[src/rtl/bcd_serial_addsub_if.sv]
// Handshake/data bundle for the serial BCD adder/subtractor.
//   start, op, a, b          : request side (driven by master)
//   busy, done, result, cout,
//   neg, err                 : status/result side (driven by slave)
interface bcd_serial_addsub_if #(
  parameter int unsigned DIGITS = 4
);
  logic                  start;
  logic                  op;
  logic [4*DIGITS-1:0]   a;
  logic [4*DIGITS-1:0]   b;
  logic                  busy;
  logic                  done;
  logic [4*DIGITS-1:0]   result;
  logic                  cout;
  logic                  neg;
  logic                  err;

  modport master (
    output start, op, a, b,
    input  busy, done, result, cout, neg, err
  );

  modport slave (
    input  start, op, a, b,
    output busy, done, result, cout, neg, err
  );
endinterface

[src/rtl/bcd_serial_addsub.sv]
// Digit-serial packed-BCD adder/subtractor, one digit per clock, LSD first.
// Subtraction adds the 10's complement of b (9's complement plus an initial
// carry of 1); a missing final carry means a < b, and a second serial pass
// takes the 10's complement of the partial result to recover |a-b|.
// Ports:
//   clk  : clock, rising edge
//   rst  : synchronous active-high reset
//   bus  : slave side of bcd_serial_addsub_if (start/op/a/b in,
//          busy/done/result/cout/neg/err out)
module bcd_serial_addsub #(
  parameter int unsigned DIGITS = 4
) (
  input logic                 clk,
  input logic                 rst,
  bcd_serial_addsub_if.slave  bus
);

  localparam int unsigned W    = 4 * DIGITS;
  localparam int unsigned IdxW = $clog2(DIGITS);

  typedef enum logic [1:0] {StIdle, StAdd, StFix, StDone} state_e;

  state_e            state_q, state_d;
  logic [W-1:0]      a_q, a_d;
  logic [W-1:0]      b_q, b_d;
  logic [W-1:0]      res_q, res_d;
  logic              op_q, op_d;
  logic [IdxW-1:0]   idx_q, idx_d;
  logic              carry_q, carry_d;
  logic              cout_q, cout_d;
  logic              neg_q, neg_d;
  logic              err_q, err_d;

  logic              bad_digit;
  logic [3:0]        add_x, add_y, sum_digit;
  logic [4:0]        raw_sum;
  logic              sum_carry;
  logic              last_digit;

  // Any non-decimal nibble in the incoming operands.
  always_comb begin
    bad_digit = 1'b0;
    for (int unsigned i = 0; i < DIGITS; i++) begin
      if (bus.a[4*i +: 4] > 4'd9 || bus.b[4*i +: 4] > 4'd9) begin
        bad_digit = 1'b1;
      end
    end
  end

  // Single decimal digit adder shared by the ADD and FIX passes.
  // FIX: t = (9 - r_i) + c. ADD: s = a_i + (op ? 9 - b_i : b_i) + c.
  always_comb begin
    add_x = a_q[3:0];
    add_y = op_q ? (4'd9 - b_q[3:0]) : b_q[3:0];
    if (state_q == StFix) begin
      add_x = 4'd9 - res_q[3:0];
      add_y = 4'd0;
    end
    raw_sum = {1'b0, add_x} + {1'b0, add_y} + {4'b0000, carry_q};
    if (raw_sum > 5'd9) begin
      sum_digit = 4'(raw_sum - 5'd10);
      sum_carry = 1'b1;
    end else begin
      sum_digit = raw_sum[3:0];
      sum_carry = 1'b0;
    end
  end

  assign last_digit = (idx_q == IdxW'(DIGITS - 1));

  always_comb begin
    state_d = state_q;
    a_d     = a_q;
    b_d     = b_q;
    res_d   = res_q;
    op_d    = op_q;
    idx_d   = idx_q;
    carry_d = carry_q;
    cout_d  = cout_q;
    neg_d   = neg_q;
    err_d   = err_q;

    unique case (state_q)
      StIdle: begin
        if (bus.start) begin
          a_d     = bus.a;
          b_d     = bus.b;
          op_d    = bus.op;
          idx_d   = '0;
          carry_d = bus.op;
          cout_d  = 1'b0;
          neg_d   = 1'b0;
          err_d   = 1'b0;
          if (bad_digit) begin
            err_d   = 1'b1;
            res_d   = '0;
            state_d = StDone;
          end else begin
            state_d = StAdd;
          end
        end
      end

      StAdd: begin
        // Digits enter at the top and are fully aligned after DIGITS shifts.
        res_d   = {sum_digit, res_q[W-1:4]};
        a_d     = a_q >> 4;
        b_d     = b_q >> 4;
        carry_d = sum_carry;
        idx_d   = idx_q + IdxW'(1);
        if (last_digit) begin
          idx_d = '0;
          if (!op_q) begin
            cout_d  = sum_carry;
            state_d = StDone;
          end else if (sum_carry) begin
            neg_d   = 1'b0;
            state_d = StDone;
          end else begin
            carry_d = 1'b1;
            state_d = StFix;
          end
        end
      end

      StFix: begin
        res_d   = {sum_digit, res_q[W-1:4]};
        carry_d = sum_carry;
        idx_d   = idx_q + IdxW'(1);
        if (last_digit) begin
          idx_d   = '0;
          neg_d   = 1'b1;
          state_d = StDone;
        end
      end

      StDone: state_d = StIdle;

      default: state_d = StIdle;
    endcase
  end

  always_ff @(posedge clk) begin
    if (rst) begin
      state_q <= StIdle;
      a_q     <= '0;
      b_q     <= '0;
      res_q   <= '0;
      op_q    <= 1'b0;
      idx_q   <= '0;
      carry_q <= 1'b0;
      cout_q  <= 1'b0;
      neg_q   <= 1'b0;
      err_q   <= 1'b0;
    end else begin
      state_q <= state_d;
      a_q     <= a_d;
      b_q     <= b_d;
      res_q   <= res_d;
      op_q    <= op_d;
      idx_q   <= idx_d;
      carry_q <= carry_d;
      cout_q  <= cout_d;
      neg_q   <= neg_d;
      err_q   <= err_d;
    end
  end

  assign bus.busy   = (state_q == StAdd) || (state_q == StFix);
  assign bus.done   = (state_q == StDone);
  assign bus.result = res_q;
  assign bus.cout   = cout_q;
  assign bus.neg    = neg_q;
  assign bus.err    = err_q;

endmodule

[src/flat_wrapper.sv]
// flat-port wrapper written by rule: the top's interface ports become plain ports
module bcd_serial_addsub_flat 
#(
  parameter int unsigned DIGITS = 4
)
  (clk, rst, bus_start, bus_op, bus_a, bus_b, bus_busy, bus_done, bus_result, bus_cout, bus_neg, bus_err);
  bcd_serial_addsub_if #(.DIGITS(DIGITS)) bus_i ();
  input logic clk;
  input logic rst;
  input wire logic [$bits(bus_i.start)-1:0] bus_start;
  input wire logic [$bits(bus_i.op)-1:0] bus_op;
  input wire logic [$bits(bus_i.a)-1:0] bus_a;
  input wire logic [$bits(bus_i.b)-1:0] bus_b;
  output wire logic [$bits(bus_i.busy)-1:0] bus_busy;
  output wire logic [$bits(bus_i.done)-1:0] bus_done;
  output wire logic [$bits(bus_i.result)-1:0] bus_result;
  output wire logic [$bits(bus_i.cout)-1:0] bus_cout;
  output wire logic [$bits(bus_i.neg)-1:0] bus_neg;
  output wire logic [$bits(bus_i.err)-1:0] bus_err;
  assign bus_i.start = bus_start;
  assign bus_i.op = bus_op;
  assign bus_i.a = bus_a;
  assign bus_i.b = bus_b;
  assign bus_busy = bus_i.busy;
  assign bus_done = bus_i.done;
  assign bus_result = bus_i.result;
  assign bus_cout = bus_i.cout;
  assign bus_neg = bus_i.neg;
  assign bus_err = bus_i.err;
  bcd_serial_addsub #(.DIGITS(DIGITS)) u_core (.clk(clk), .rst(rst), .bus(bus_i));
endmodule
[config.mk]
export PLATFORM = sky130hd
export DESIGN_NAME = bcd_serial_addsub_flat
export DESIGN_NICKNAME = d
export VERILOG_FILES = /design/src/rtl/bcd_serial_addsub_if.sv /design/src/rtl/bcd_serial_addsub.sv /design/src/flat_wrapper.sv
export SDC_FILE = /design/constraint.sdc
export NUM_CORES = 1
export LEC_CHECK = 0
export ABC_CLOCK_PERIOD_IN_PS = 3900
export BUFFER_PORTS_ARGS = -buffer_cell sky130_fd_sc_hd__buf_2
export CAP_MARGIN = 20
export CORE_MARGIN = 10
export CORE_UTILIZATION = 39
export CTS_CLUSTER_SIZE = 30
export DETAILED_ROUTE_END_ITERATION = 6
export PLACE_DENSITY = 0.71
export SLEW_MARGIN = 10
export SYNTH_ARGS = -nofsm -noshare
export SYNTH_HDL_FRONTEND = slang
export SYNTH_SLANG_ARGS = --single-unit
export TNS_END_PERCENT = 5
[constraint.sdc]
create_clock -name clk -period 3.9 [get_ports clk]
set_clock_uncertainty 0.05 [all_clocks]
set_input_delay 0.39 -clock clk [delete_from_list [all_inputs] [get_ports clk]]
set_output_delay 0.39 -clock clk [all_outputs]
set_load 0.01 [all_outputs]
Word-level counts from Yosys, hierarchy flattened:

Cells that the tools add are included.

* mux-type cells: 40
* reductions and logical operators: 18
* eq/ne operators: 11
* add/sub/neg operators: 6
* order comparisons: 9

Operators with widths (count)
* 16-bit one-hot mux with 2 select lines: 3
* 16-bit two-way mux: 4
* 4-bit > comparator (second input constant): 8
* 1-bit two-way mux: 17
* 4-bit two-way mux: 4
* 2-bit two-way mux: 7
* 2-bit by 1-bit != test with 1-bit output (second input constant): 5
* 2-bit one-hot mux with 4 select lines: 1
* 2-bit AND reduction: 4
* 4-bit subtractor (first input constant): 2
* 2-bit == test (second input constant): 3
* 1-bit one-hot mux with 3 select lines: 2
* 3-bit AND reduction: 2
* 6-bit AND reduction: 1
* 4-bit by 4-bit adder with 5-bit output: 1
* 5-bit by 1-bit adder with 5-bit output: 1
* 5-bit by 4-bit > comparator with 1-bit output (second input constant): 1
* 1-bit logical OR: 5
* 2-bit != test (second input constant): 2
* 2-bit one-hot mux with 2 select lines: 1
* 4-bit AND reduction: 1
* 2-bit nonzero test: 2
* 4-bit subtractor (second input constant): 1
* 3-bit nonzero test: 1
* 5 further kinds: 5

* input port bits: 36
* register bits after elaboration: 57
* output and inout bits: 21
* word-level logic and storage cells: 94

Depth between registers and ports, before layout:

* depth after elaboration: 11
* gate-level depth with buffers: 14
* gate-level depth less buffers: 13

Worst setup path before layout:

OpenSTA, ideal clock, no wires.

* kind: reg-to-reg
* start point: reg u_core.state_q[0]
* end point: reg u_core.state_q[0]
* cell stages (with the launch flop): 13
* path slack: 1083 ps
* period minus slack after synthesis: 2817 ps
* library setup time: 122 ps
* arrival: 2645 ps
* cell sequence: dfxtp_1 -> inv_1 -> ha_1 -> clkbuf_1 -> o21ai_0 -> fa_1 -> inv_1 -> fa_1 -> and3_2 -> nor3_1 -> o21ai_0 -> a211oi_1 -> o31ai_1

* longest elaborated chain between the ends: 10

Ends and longest elaborated chain
* from (decl): RTL line bcd_serial_addsub.sv:23 `state_e state_q, state_d;`
* from (signal assigned): RTL line bcd_serial_addsub.sv:145 `state_q <= StIdle;`
* from (signal assigned): RTL line bcd_serial_addsub.sv:156 `state_q <= state_d;`
* 2-bit == test: RTL line bcd_serial_addsub.sv:55, bcd_serial_addsub.sv:83
* 4-bit two-way mux: RTL line bcd_serial_addsub.sv:55 `if (state_q == StFix) begin`
* 4-bit by 4-bit adder with 5-bit output: RTL line bcd_serial_addsub.sv:59 `raw_sum = {1'b0, add_x} + {1'b0, add_y} + {4'b0000, carry_q};`
* 5-bit by 1-bit adder with 5-bit output: RTL line bcd_serial_addsub.sv:59
* 5-bit by 4-bit > comparator with 1-bit output: RTL line bcd_serial_addsub.sv:60 `if (raw_sum > 5'd9) begin`
* 1-bit two-way mux: RTL line bcd_serial_addsub.sv:60
* 1-bit two-way mux: RTL line bcd_serial_addsub.sv:116 `end else if (sum_carry) begin`
* 2-bit two-way mux: RTL line bcd_serial_addsub.sv:113 `if (!op_q) begin`
* 2-bit two-way mux: RTL line bcd_serial_addsub.sv:111 `if (last_digit) begin`
* 2-bit one-hot mux with 4 select lines: RTL line bcd_serial_addsub.sv:83 `unique case (state_q)`

Parallel ways exist; a longest one is shown, timed or not. The select of a mux whose other input is x is not followed.
A chain may end at the register's enable or synchronous reset.

Worst setup path after layout:

Same ends and word-level chain as after synthesis.

==> impl_metrics.env <==
export IMPL_area_growth_syn_to_layout_pct=16.3
export IMPL_layout_min_cycle_time_ps=3120
export IMPL_cts_hold_buf=0
export IMPL_p_leak_nw=1.42
export IMPL_cts_sinks=57
export IMPL_final_area_um2=3440
export IMPL_setup_tns_final_ps=0
export IMPL_final_common_cell="dfxtp_1"
export IMPL_p_per_area_nw_per_um2=765
export IMPL_arrival_ps=3310
export IMPL_synthCells=337
export IMPL_cts_setup_buffers=0
export IMPL_rows=31
export IMPL_portBuffers=56
export IMPL_synth_area_leaders="dfxtp_1 (39%), mux2i_1 (8.8%), a211oi_1 (6.6%)"
export IMPL_fin_crit_sh_pct=79.9
export IMPL_wl_mm=7.18
export IMPL_synth_area_leader_cell="dfxtp_1"
export IMPL_die_area_um2=11500
export IMPL_yosysUniqueCellTypes=44
export IMPL_syn_area_per_cell_um2=8.78
export IMPL_dr_total_vias=2525
export IMPL_cts_resized=0
export IMPL_worstPathMaxFanout=8
export IMPL_clk_latency_ps=350
export IMPL_dpl_instance_area_um2=3240
export IMPL_syn_nets=388
export IMPL_die_y_um=107
export IMPL_synthArstFlopShare_pct=0
export IMPL_hold_viol=0
export IMPL_drt_pass1_iterations=4
export IMPL_maxCapViolations=0
export IMPL_worst_pin_slew_ps=916
export IMPL_max_slew_margin_pct=39.0
export IMPL_io_pins=57
export IMPL_htree_levels=3
export IMPL_syn_area_um2=2960
export IMPL_start_kind="register"
export IMPL_place_hpwl_mm=5.22
export IMPL_antenna_found_initial=0
export IMPL_final_cell_mix="dfxtp_1 (57), buf_2 (56), nor2_1 (51)"
export IMPL_grt_max_degree=61
export IMPL_setup_viol=0
export IMPL_synth_seq_cells=57
export IMPL_routed_via_density=5.17
export IMPL_worst_ir_drop_vdd_mv=0.353
export IMPL_cts_root_buf="clkbuf_8"
export IMPL_clkSlewWorstSetupHoldPaths_ps=70
export IMPL_nets=435
export IMPL_maxSlewViolCount=0
export IMPL_cts_made_buffers=9
export IMPL_cts_buffer_depth=2
export IMPL_yosysWarningCount=0
export IMPL_fmax_mhz=321
export IMPL_required_ps=4090
export IMPL_synth_ff_type="dfxtp_1"
export IMPL_drc=0
export IMPL_hold_path_class="input port to register"
export IMPL_grt_overflow_total=0
export IMPL_track_usage_pct=12.5
export IMPL_n_antenna_cell=0
export IMPL_gp_congestion=0.813
export IMPL_grt_pass1_vias=2554
export IMPL_synth_edf_count=0
export IMPL_synth_top_area_share_pct=38.5
export IMPL_crit_path_end_kind="register"
export IMPL_drt_iter0_markers=112
export IMPL_grt_pass1_wl_mm=11.9
export IMPL_path_class="register to register"
export IMPL_cts_tree="built"
export IMPL_rsz0062_at_grt="no"
export IMPL_wl_per_cell_um=14.7
export IMPL_drtAntennaViolNets=0
export IMPL_drive_gt1_share_pct=22.4
export IMPL_worst_r2r_setup_slack_ps=780
export IMPL_core_area_um2=7330
export IMPL_fill_cells=747
export IMPL_start_util_pct=40.4
export IMPL_yosysSeqAreaShare_pct=38.5
export IMPL_fp_dieW_um=107
export IMPL_status="completed"
-- logic make-up (layout without fill, tap and decap cells) --
family                     count (synthesis)  count (layout)  synth area share, %
and+or+nand+nor                          102             102                 15.4
AOI/OAI and AO/OA                         89              89                 20.6
DFF                                       57              57                 38.5
buffers and inverters                     39              91                 7.02
muxes                                     28              28                 9.55
adders and majority gates                 15              15                 6.85
xor gates and xnor gates                   7               7                 2.07
-- metrics by stage --
stage / cells / setup slack [ps] / hold slack (ps) / util, % / power (mW)
finish: 488 / 782 / 240 / 47.0 / 2.63
CTS: 487 / 745 / 219 / 46.6 / 2.66
floorplan: 337 / 1080 / 408 / - / 1.90
global placement: 471 / 939 / 404 / 44.2 / 2.12
detailed placement: 471 / 753 / 407 / 44.2 / 2.16
global route: 488 / 452 / 251 / 47.0 / 2.86
-- worst max-delay path: stages (launching register included) --
cell      delay (ps)
dfxtp_1          400
inv_1            120
ha_1             310
o21ai_0          270
fa_1             250
inv_1             60
fa_1             390
and3_2           200
nor3_1           330
o21ai_0          230
a211oi_1         300
o31ai_1           90
-- routing by layer --
layer | global-route usage, % | vias to the layer above | wire length, um
met5 | 0 | - | 0
met4 | 4.55 | 0 | 123
li1 | - | 1289 | -
met2 | 18.9 | 70 | 3090
met1 | 15.1 | 1155 | 3360
met3 | 6.17 | 11 | 598
-- registers in the layout (all words and copies together), names as in the netlist --
register and flops:
u_core.bus.cout 1, u_core.op_q 1, u_core.bus.err 1, u_core.state_q 2, u_core.b_q 16, u_core.carry_q 1
u_core.a_q 16, u_core.idx_q 2, u_core.bus.neg 1, u_core.bus.result 16
-- cells in the mapped netlist (all sizes together), types with 3 or more instances --
cell and n:
xor2 4, a211oi 26, ha 13, a22oi 8, nand3 13, nand2 21, mux2i 26, buf 12
a21oi 22, nor2 51, dfxtp 57, o21ai 15, inv 15, clkbuf 12, a32oi 3, xnor2 3
nor3 5
-- worst paths after layout --
kind,startpoint,end,depth (start not counted)
max,u_core.state_q[0],u_core.state_q[0],11
min,bus_a[12],u_core.a_q[12],3
max reg2reg,u_core.state_q[0],u_core.state_q[0],11
min reg2reg,u_core.bus.result[5],u_core.bus.result[5],2
-- area by class of cell --
class | count | area, um2 | area share [%]
multi-input cells | 241 | 1620 | 47.0
flip-flops and latches | 57 | 1140 | 33.2
repair buffers | 60 | 330 | 9.60
clock buffers | 11 | 141 | 4.11
well taps | 99 | 124 | 3.60
inverters | 15 | 56.3 | 1.64
clock inverters | 5 | 31.3 | 0.909
-- power by group --
part / total, mW / internal (mW) / switching (mW)
sequential: 0.856 / 0.750 / 0.106
clock: 0.487 / 0.245 / 0.242
combinational: 1.29 / 0.505 / 0.785
total: 2.63 / 1.50 / 1.13
No activity file was read; power rests on OpenSTA's default activity.
